==> src/rtl/regfile_wb_arbiter.sv <==
// Arbitrates the single register-file write port between the pipeline WB stage and
// buffered MDU results, tracking in-flight MDU destinations to flag decode hazards.
module regfile_wb_arbiter #(
    parameter int FIFO_DEPTH   = 2,
    parameter int STARVE_LIMIT = 4
) (
    input  logic        clk_i,
    input  logic        reset_i,
    input  logic        wb_regwrite_i,
    input  logic [4:0]  wb_rd_i,
    input  logic [31:0] wb_data_i,
    input  logic        mdu_valid_i,
    input  logic [4:0]  mdu_rd_i,
    input  logic [31:0] mdu_data_i,
    output logic        mdu_ready_o,
    input  logic        issue_valid_i,
    input  logic [4:0]  issue_rd_i,
    input  logic [4:0]  dec_rs1_i,
    input  logic [4:0]  dec_rs2_i,
    input  logic [4:0]  dec_rd_i,
    input  logic        dec_use_rs1_i,
    input  logic        dec_use_rs2_i,
    input  logic        dec_writes_i,
    output logic        hazard_stall_o,
    output logic        wb_hold_o,
    output logic        rf_we_o,
    output logic [4:0]  rf_rd_o,
    output logic [31:0] rf_wdata_o,
    output logic [31:0] pending_o
);
    localparam int AW = (FIFO_DEPTH > 1) ? $clog2(FIFO_DEPTH) : 1;
    localparam logic [AW:0] DEPTH_C = (AW+1)'(FIFO_DEPTH);
    localparam logic [3:0]  LIMIT_C = 4'(STARVE_LIMIT);

    logic [4:0]    fifo_rd_q   [FIFO_DEPTH];
    logic [31:0]   fifo_data_q [FIFO_DEPTH];
    logic [AW-1:0] wr_ptr_q, wr_ptr_d, rd_ptr_q, rd_ptr_d;
    logic [AW:0]   count_q, count_d;
    logic [3:0]    starve_q, starve_d;
    logic          hold_q, hold_d;
    logic [31:0]   pending_q, pending_d;

    logic          fifo_empty, wbreq, grant_fifo, grant_wb, push;
    logic [4:0]    head_rd;
    logic [31:0]   head_data;
    logic [3:0]    starve_inc;
    logic [31:0]   set_mask, clr_mask;

    assign fifo_empty = (count_q == '0);
    assign head_rd    = fifo_rd_q[rd_ptr_q];
    assign head_data  = fifo_data_q[rd_ptr_q];
    assign wbreq      = wb_regwrite_i & (wb_rd_i != 5'd0) & ~hold_q;
    // The forced-hold cycle always goes to the FIFO head; otherwise the pipeline wins.
    assign grant_fifo = ~reset_i & ~fifo_empty & (hold_q | ~wbreq);
    assign grant_wb   = ~reset_i & wbreq;
    assign mdu_ready_o = ~reset_i & (count_q < DEPTH_C);
    assign push       = mdu_valid_i & mdu_ready_o;

    always_comb begin
        rf_we_o    = 1'b0;
        rf_rd_o    = 5'd0;
        rf_wdata_o = 32'd0;
        if (grant_fifo) begin
            rf_we_o    = (head_rd != 5'd0);
            rf_rd_o    = head_rd;
            rf_wdata_o = head_data;
        end else if (grant_wb) begin
            rf_we_o    = 1'b1;
            rf_rd_o    = wb_rd_i;
            rf_wdata_o = wb_data_i;
        end
    end

    always_comb begin
        wr_ptr_d = push ? wr_ptr_q + 1'b1 : wr_ptr_q;
        rd_ptr_d = grant_fifo ? rd_ptr_q + 1'b1 : rd_ptr_q;
        count_d  = count_q + (AW+1)'(push) - (AW+1)'(grant_fifo);

        starve_inc = starve_q + 4'd1;
        starve_d   = 4'd0;
        hold_d     = 1'b0;
        if (grant_wb && !fifo_empty) begin
            if (starve_inc == LIMIT_C) begin
                hold_d = 1'b1;
            end else begin
                starve_d = starve_inc;
            end
        end

        set_mask  = (issue_valid_i && issue_rd_i != 5'd0) ? (32'd1 << issue_rd_i) : 32'd0;
        clr_mask  = (grant_fifo && head_rd != 5'd0) ? (32'd1 << head_rd) : 32'd0;
        pending_d = (pending_q & ~clr_mask) | set_mask;
    end

    always_ff @(posedge clk_i) begin
        if (reset_i) begin
            wr_ptr_q  <= '0;
            rd_ptr_q  <= '0;
            count_q   <= '0;
            starve_q  <= 4'd0;
            hold_q    <= 1'b0;
            pending_q <= 32'd0;
        end else begin
            wr_ptr_q  <= wr_ptr_d;
            rd_ptr_q  <= rd_ptr_d;
            count_q   <= count_d;
            starve_q  <= starve_d;
            hold_q    <= hold_d;
            pending_q <= pending_d;
        end
    end

    // Entry storage carries no reset; occupancy is governed by the pointers and count.
    always_ff @(posedge clk_i) begin
        if (push) begin
            fifo_rd_q[wr_ptr_q]   <= mdu_rd_i;
            fifo_data_q[wr_ptr_q] <= mdu_data_i;
        end
    end

    assign wb_hold_o = hold_q;
    assign pending_o = pending_q;
    assign hazard_stall_o = (dec_use_rs1_i & (dec_rs1_i != 5'd0) & pending_q[dec_rs1_i])
                          | (dec_use_rs2_i & (dec_rs2_i != 5'd0) & pending_q[dec_rs2_i])
                          | (dec_writes_i  & (dec_rd_i  != 5'd0) & pending_q[dec_rd_i]);
endmodule

==> config.mk <==
export PLATFORM = sky130hd
export DESIGN_NAME = regfile_wb_arbiter
export DESIGN_NICKNAME = d
export VERILOG_FILES = /design/src/rtl/regfile_wb_arbiter.sv
export SDC_FILE = /design/constraint.sdc
export NUM_CORES = 1
export LEC_CHECK = 0
export ABC_AREA = 0
export CELL_PAD_IN_SITES_DETAIL_PLACEMENT = 0
export CELL_PAD_IN_SITES_GLOBAL_PLACEMENT = 1
export CORE_MARGIN = 5
export CORE_UTILIZATION = 37
export CTS_CLUSTER_DIAMETER = 100
export DETAILED_ROUTE_END_ITERATION = 10
export PLACE_DENSITY_LB_ADDON = 0.05
export SYNTH_ARGS = -nofsm -noshare
export SYNTH_HDL_FRONTEND = slang
export SYNTH_SLANG_ARGS = --single-unit
export TNS_END_PERCENT = 5
==> constraint.sdc <==
create_clock -name clk_i -period 3.41 [get_ports clk_i]
set_input_delay 0.682 -clock clk_i [delete_from_list [all_inputs] [get_ports clk_i]]
set_output_delay 0.682 -clock clk_i [all_outputs]
set_load 0.02 [all_outputs]
# After elaboration in Yosys (flattened, before gate mapping)
# Memory sizes are Yosys's and may differ from the RTL's. A register that Yosys moved wholly into a read port is not among the register bits.
# Cells that the tools add are included.
classes:
  addsub: 5
  magnitude_cmp: 4
  n_eq_ne: 1
  n_shift: 2
  muxes: 21
  n_bitwise: 24
  n_reduce_logical: 13
ops:
  columns: ["op", "n"]
  rows:
  - ["$mux 32", 4]
  - ["$shl 1x5->32 const A", 2]
  - ["$and 32x32->32", 1]
  - ["$not 32->32", 1]
  - ["$or 32x32->32", 1]
  - ["$reduce_bool 5->1", 6]
  - ["$lt 5x6->1 const B", 3]
  - ["$bmux 1 s5", 3]
  - ["$and 1x1->1", 13]
  - ["$mux 1", 12]
  - ["$mux 5", 2]
  - ["$not 1->1", 5]
  - ["$add 4x1->4 const B", 1]
  - ["$eq 4x3->1 const B", 1]
  - ["$logic_and 1x1->1", 3]
  - ["$or 1x1->1", 3]
  - ["$reduce_or 3->1", 1]
  - ["$add 1x1->1 const B", 2]
  - ["$add 2x1->2", 1]
  - ["$logic_not 2->1", 1]
  - ["$lt 2x2->1 const B", 1]
  - ["$reduce_or 2->1", 1]
  - ["$sub 2x1->2", 1]
  - ["$logic_not 1->1", 1]
totals:
  register_bits: 41
  ram_bits: 74
  input_bits: 102
  out_inout_bits: 73
  elab_cells: 78
  mem_count: 2
mem_list:
  columns: ["name", "words", "word_bits", "read_ports", "rd_ports_with_merged_regs", "write_ports", "line_no", "text"]
  rows:
  - ["fifo_data_q", 2, 32, 1, 1, 1, "36", "logic [31:0] fifo_data_q [FIFO_DEPTH];"]
  - ["fifo_rd_q", 2, 5, 1, 1, 1, "35", "logic [4:0] fifo_rd_q [FIFO_DEPTH];"]

# Logic depth before layout (Yosys ltp)
logic_depth:
  ltp_word: 11
  ltp_mapped: 10

# Worst setup path before layout
# No wires, ideal clock.
synth_timing:
  kind: "input port to flip-flop"
  startpoint: "in reset_i"
  endpoint: "mem fifo_data_q[0][0], enable pin"
  setup_time_ns: 0.431
  t_arrival_ns: 2.968
  required_time_ns: 2.979
  slack_ns: 0.011
  stages: 4
  path_buffers: 1
  cell_sequence: "clkbuf_1 > nor2_1 > nand2_1 > nor2_1"
synth_via:
  elab_chain_cells: 5
synth_lines:
  columns: ["item", "line_no", "text"]
  rows:
  - ["from (decl)", "8", "input logic reset_i,"]
  - ["$not 1->1", "56", "assign mdu_ready_o = ~reset_i & (count_q < DEPTH_C);"]
  - ["$and 1x1->1", "56", null]
  - ["named net mdu_ready_o", "15", "output logic mdu_ready_o,"]
  - ["$and 1x1->1", "57", "assign push = mdu_valid_i & mdu_ready_o;"]
  - ["$mux 1", "115", "if (push) begin"]
  - ["$mux 1 (implied by the code)", "117", "fifo_data_q[wr_ptr_q] <= mdu_data_i;"]
  - ["to (decl)", "36", null]
# The timed path passes the listed nets, and every way through them passes these cells.

# Final worst setup path
layout_timing:
  startpoint: "in wb_rd_i[2]"
  endpoint: "out rf_wdata_o[5]"
layout_via:
  elab_chain_cells: 7
  word_cells_on_any_way: 9
  cone_classes: "2 x mux; 6 x bitwise; 1 x reduce/logical"
layout_lines:
  columns: ["item", "line_no", "text"]
  rows:
  - ["from (decl)", "10", "input logic [4:0] wb_rd_i,"]
  - ["$reduce_bool 5->1 *", "52", "assign wbreq = wb_regwrite_i & (wb_rd_i != 5'd0) & ~hold_q;"]
  - ["$and 1x1->1 * (2 in a row)", "52", null]
  - ["$not 1->1", "54", "assign grant_fifo = ~reset_i & ~fifo_empty & (hold_q | ~wbreq);"]
  - ["$or 1x1->1", "54", null]
  - ["$and 1x1->1", "54", null]
  - ["$mux 32 *", "63", "if (grant_fifo) begin"]
  - ["to (decl)", "28", "output logic [31:0] rf_wdata_o,"]
# Every way passes the cells marked *; elsewhere a longest branch is shown, timed or not.

==> results.py <==
metrics = {
    "timing": {
        "fmaxAchievable_ghz": 0.298,
        "max-slew-margin-rel_pct": 42.0,
        "slew_viol_final": 0,
        "setup_tns_ns": 0,
        "rsz0062_at_grt": "true",
        "tightestPinTransition_ns": 0.866,
        "worst_hold_slack_ns": 0.460,
        "setup_viol": 0,
        "finClkSkew_ns": 0.00527,
        "period_needed_ns": 3.36,
        "hold_viol": 0,
        "fin_crit_sh_pct": 98.5,
        "timing.final.ws_setup_ns": 0.0497,
    },
    "synth": {
        "synth_seq_cells": 116,
        "syn_nets": 612,
        "synthCells": 507,
        "syn-cell-area_sq_mm": 0.00579,
        "synth_area_leader_cell": "edfxtp_1",
        "synth_top_area_share_pct": 38.4,
        "synth_top_cells_by_area": "edfxtp_1 (38%), dfxtp_1 (15%), mux4_2 (8.6%)",
        "synth_cell_types": 47,
        "synth_ff_type": "edfxtp_1",
        "ys_warn_count": 0,
        "async_flop_share_pct": 0,
        "syn_area_per_cell_sq_um": 11.4,
        "synth_edf_count": 74,
        "yosysSeqAreaShare_pct": 52.9,
    },
    "pwr": {
        "swShare_pct": 25.0,
        "p_switching_mw": 1.10,
        "ir_worst_vdd_mv": 0.314,
        "finalPower_mw": 4.37,
        "p_comb_share_pct": 18.1,
        "cellLeakagePower_nw": 3.03,
        "power_frac_clock_pct": 45.2,
        "p_int_mw": 3.28,
        "pwr-share-seq_pct": 36.7,
        "power_density_mw_per_mm2": 514,
    },
    "clock_tree": {
        "cts_made_buffers": 17,
        "clkTransAtPathRegs_ns": 0.05,
        "cts_hold_buf": 0,
        "cts.sinks": 116,
        "clkLatencyLatePin_ns": 0.41,
        "cts_buffer_depth": 2,
        "root_buffer": "clkbuf_16",
        "cts_tree": "yes",
        "cts_max_level": 4,
    },
    "final_layout": {
        "diodes": 0,
        "syn_to_final_growth_pct": 47.1,
        "final_common_cell": "clkdlybuf4s50_1",
        "drive_gt1_share_pct": 19.5,
        "stdcell_count": 929,
        "fin_area_sq_mm": 0.00851,
        "utilization_pct": 55.8,
        "fin_nets": 810,
        "final_cell_mix": "clkdlybuf4s50_1 (133), nand2_1 (76), edfxtp_1 (74), mux2i_1 (43)",
    },
    "critical_path": {
        "worst-path-max-fanout": 33,
        "crit_type": "in2out",
        "cp_slowest_cell": "or4_4",
        "endpoint_kind": "output pin",
        "critPathRequiredTime_ns": 2.73,
        "max_stage_delay_ns": 0.55,
        "arrival_ns": 2.68,
        "path_cells": "clkdlybuf4s50_1, or4_4, o21ai_4, nand3b_4, buf_12, o21ai_0, dlygate4sd1_1",
        "crit_buf_inv": 3,
        "crit_path_start_kind": "primary input",
        "crit_family": "buffers and inverters",
    },
    "route": {
        "ant_nets": 0,
        "totalWireLength_um": 17800,
        "vias": 4980,
        "drtPass1Iterations": 5,
        "wire_per_inst_um": 19.1,
        "first_iter_violations": 289,
        "viasPerCell": 5.36,
        "drc": 0,
    },
    "placement": {
        "io_buffers": 174,
        "gp_congestion": 0.983,
        "placed_area_sq_mm": 0.00796,
        "pre_cts_ws_ns": -0.516,
        "placedCellCount": 894,
        "dp_hpwl_um": 12800,
    },
    "grt": {
        "grt_pass1_vias": 4995,
        "grt_max_degree": 39,
        "track_usage_pct": 19.5,
        "antenna_found_initial": 0,
        "grt_remaining_overflow": 0,
        "grt_pass1_wl_um": 27200,
    },
    "run_status": {
        "status": "finished clean",
    },
    "floorplanning": {
        "dieArea_sq_mm": 0.0182,
        "ioPinCount": 175,
        "die_h_um": 135,
        "dieWidth_um": 135,
        "rows": 45,
        "initial_core_util_pct": 37.9,
        "core_sq_mm": 0.0153,
    },
    "hold_path": {
        "min_path_type": "reg2reg",
    },
    "run": {
        "drv_cap": 0,
    },
}
[cells in the mapped netlist, types with 2 or more instances]
cell and instances:
a2111oi_0 2, a21oi_1 33, a22oi_1 2, a2bb2oi_1 2, buf_1 7, buf_2 4
clkbuf_1 21, dfxtp_1 42, edfxtp_1 74, ha_1 3, inv_1 5, mux2_2 5
mux2i_1 43, mux4_2 22, nand2_1 76, nand2b_1 6, nand3_1 14, nand3b_1 3
nor2_1 20, nor2b_1 18, nor3_1 5, nor3b_1 2, nor4_1 5, o21ai_0 42
o22ai_1 2, o31ai_1 7, o41ai_1 17, or3_1 2, xnor2_1 2, xor2_1 4
[cell families (layout without fill, tap and decap cells)]
| family | count (synthesis) | count (layout) | share of synthesized area [%] |
|---|---|---|---|
| fa+ha+maj | 3 | 3 | 0.649 |
| mux | 70 | 70 | 17.0 |
| xor+xnor | 6 | 6 | 0.908 |
| buf+inv | 38 | 248 | 2.68 |
| compound gates | 114 | 114 | 12.3 |
| flops | 116 | 116 | 52.9 |
| simple gates | 160 | 161 | 13.6 |
[worst register-to-register path: cells and delay by family, from the launching register on]
kind	cells	cell delay, ns
and+or+nand+nor	3	0.72
AOI/OAI and AO/OA	2	0.52
DFF	1	0.35
buffers and inverters	2	0.55
[flip-flops by register name, summed over array words and instances (netlist names), named ones only]
register,cells
pending_o,32
count_q,2
fifo_data_q,64
wr_ptr_q,1
rd_ptr_q,1
wb_hold_o,1
starve_q,4
fifo_rd_q,10
[path summary, 6_finish.rpt]
kind | start | endpoint | slack (ns) | depth (start not counted)
max | wb_rd_i[2] | rf_wdata_o[5] | 0.05 | 7
min | starve_q[0] | starve_q[0] | 0.46 | 1
max reg2reg | register | pending_o[3] | 1.14 | 7
min reg2reg | starve_q[0] | starve_q[0] | 0.46 | 1
[final cells by class]
class	instances	area (sq um)
Inverter	5	18.8
Clock inverter	15	235
Clock buffer	17	425
Tap cell	211	264
Multi-Input combinational cell	354	2610
Sequential cell	116	3060
Fill cell	1368	6750
Timing Repair Buffer	211	1900
[timing repair]
action                                  CTS  global route
pin swaps                                 3             3
setup buffers                             2             0
resized for setup                       129            38
gates cloned                              1             0
endpoints found under the setup margin   39            36
[per-layer routing]
layer | wire (um) | share of wire, % | GRT usage (%)
met3 | 1410 | 7.9 | 5.96
met2 | 8640 | 49 | 32.4
met5 | 0 | 0 | 0
met4 | 453 | 2.5 | 7.67
met1 | 7260 | 41 | 23.9
[power groups by stage]
stage / logic, mW / registers [mW] / clock network, mW
floorplan: 0.444 / 1.63 / 0
global placement: 0.816 / 1.63 / 0
detailed placement: 0.824 / 1.63 / 0
CTS: 0.816 / 1.60 / 2.01
global route: 0.857 / 1.61 / 2.08
finish: 0.791 / 1.60 / 1.98
Note: power is estimated with default switching activity, not from simulation.
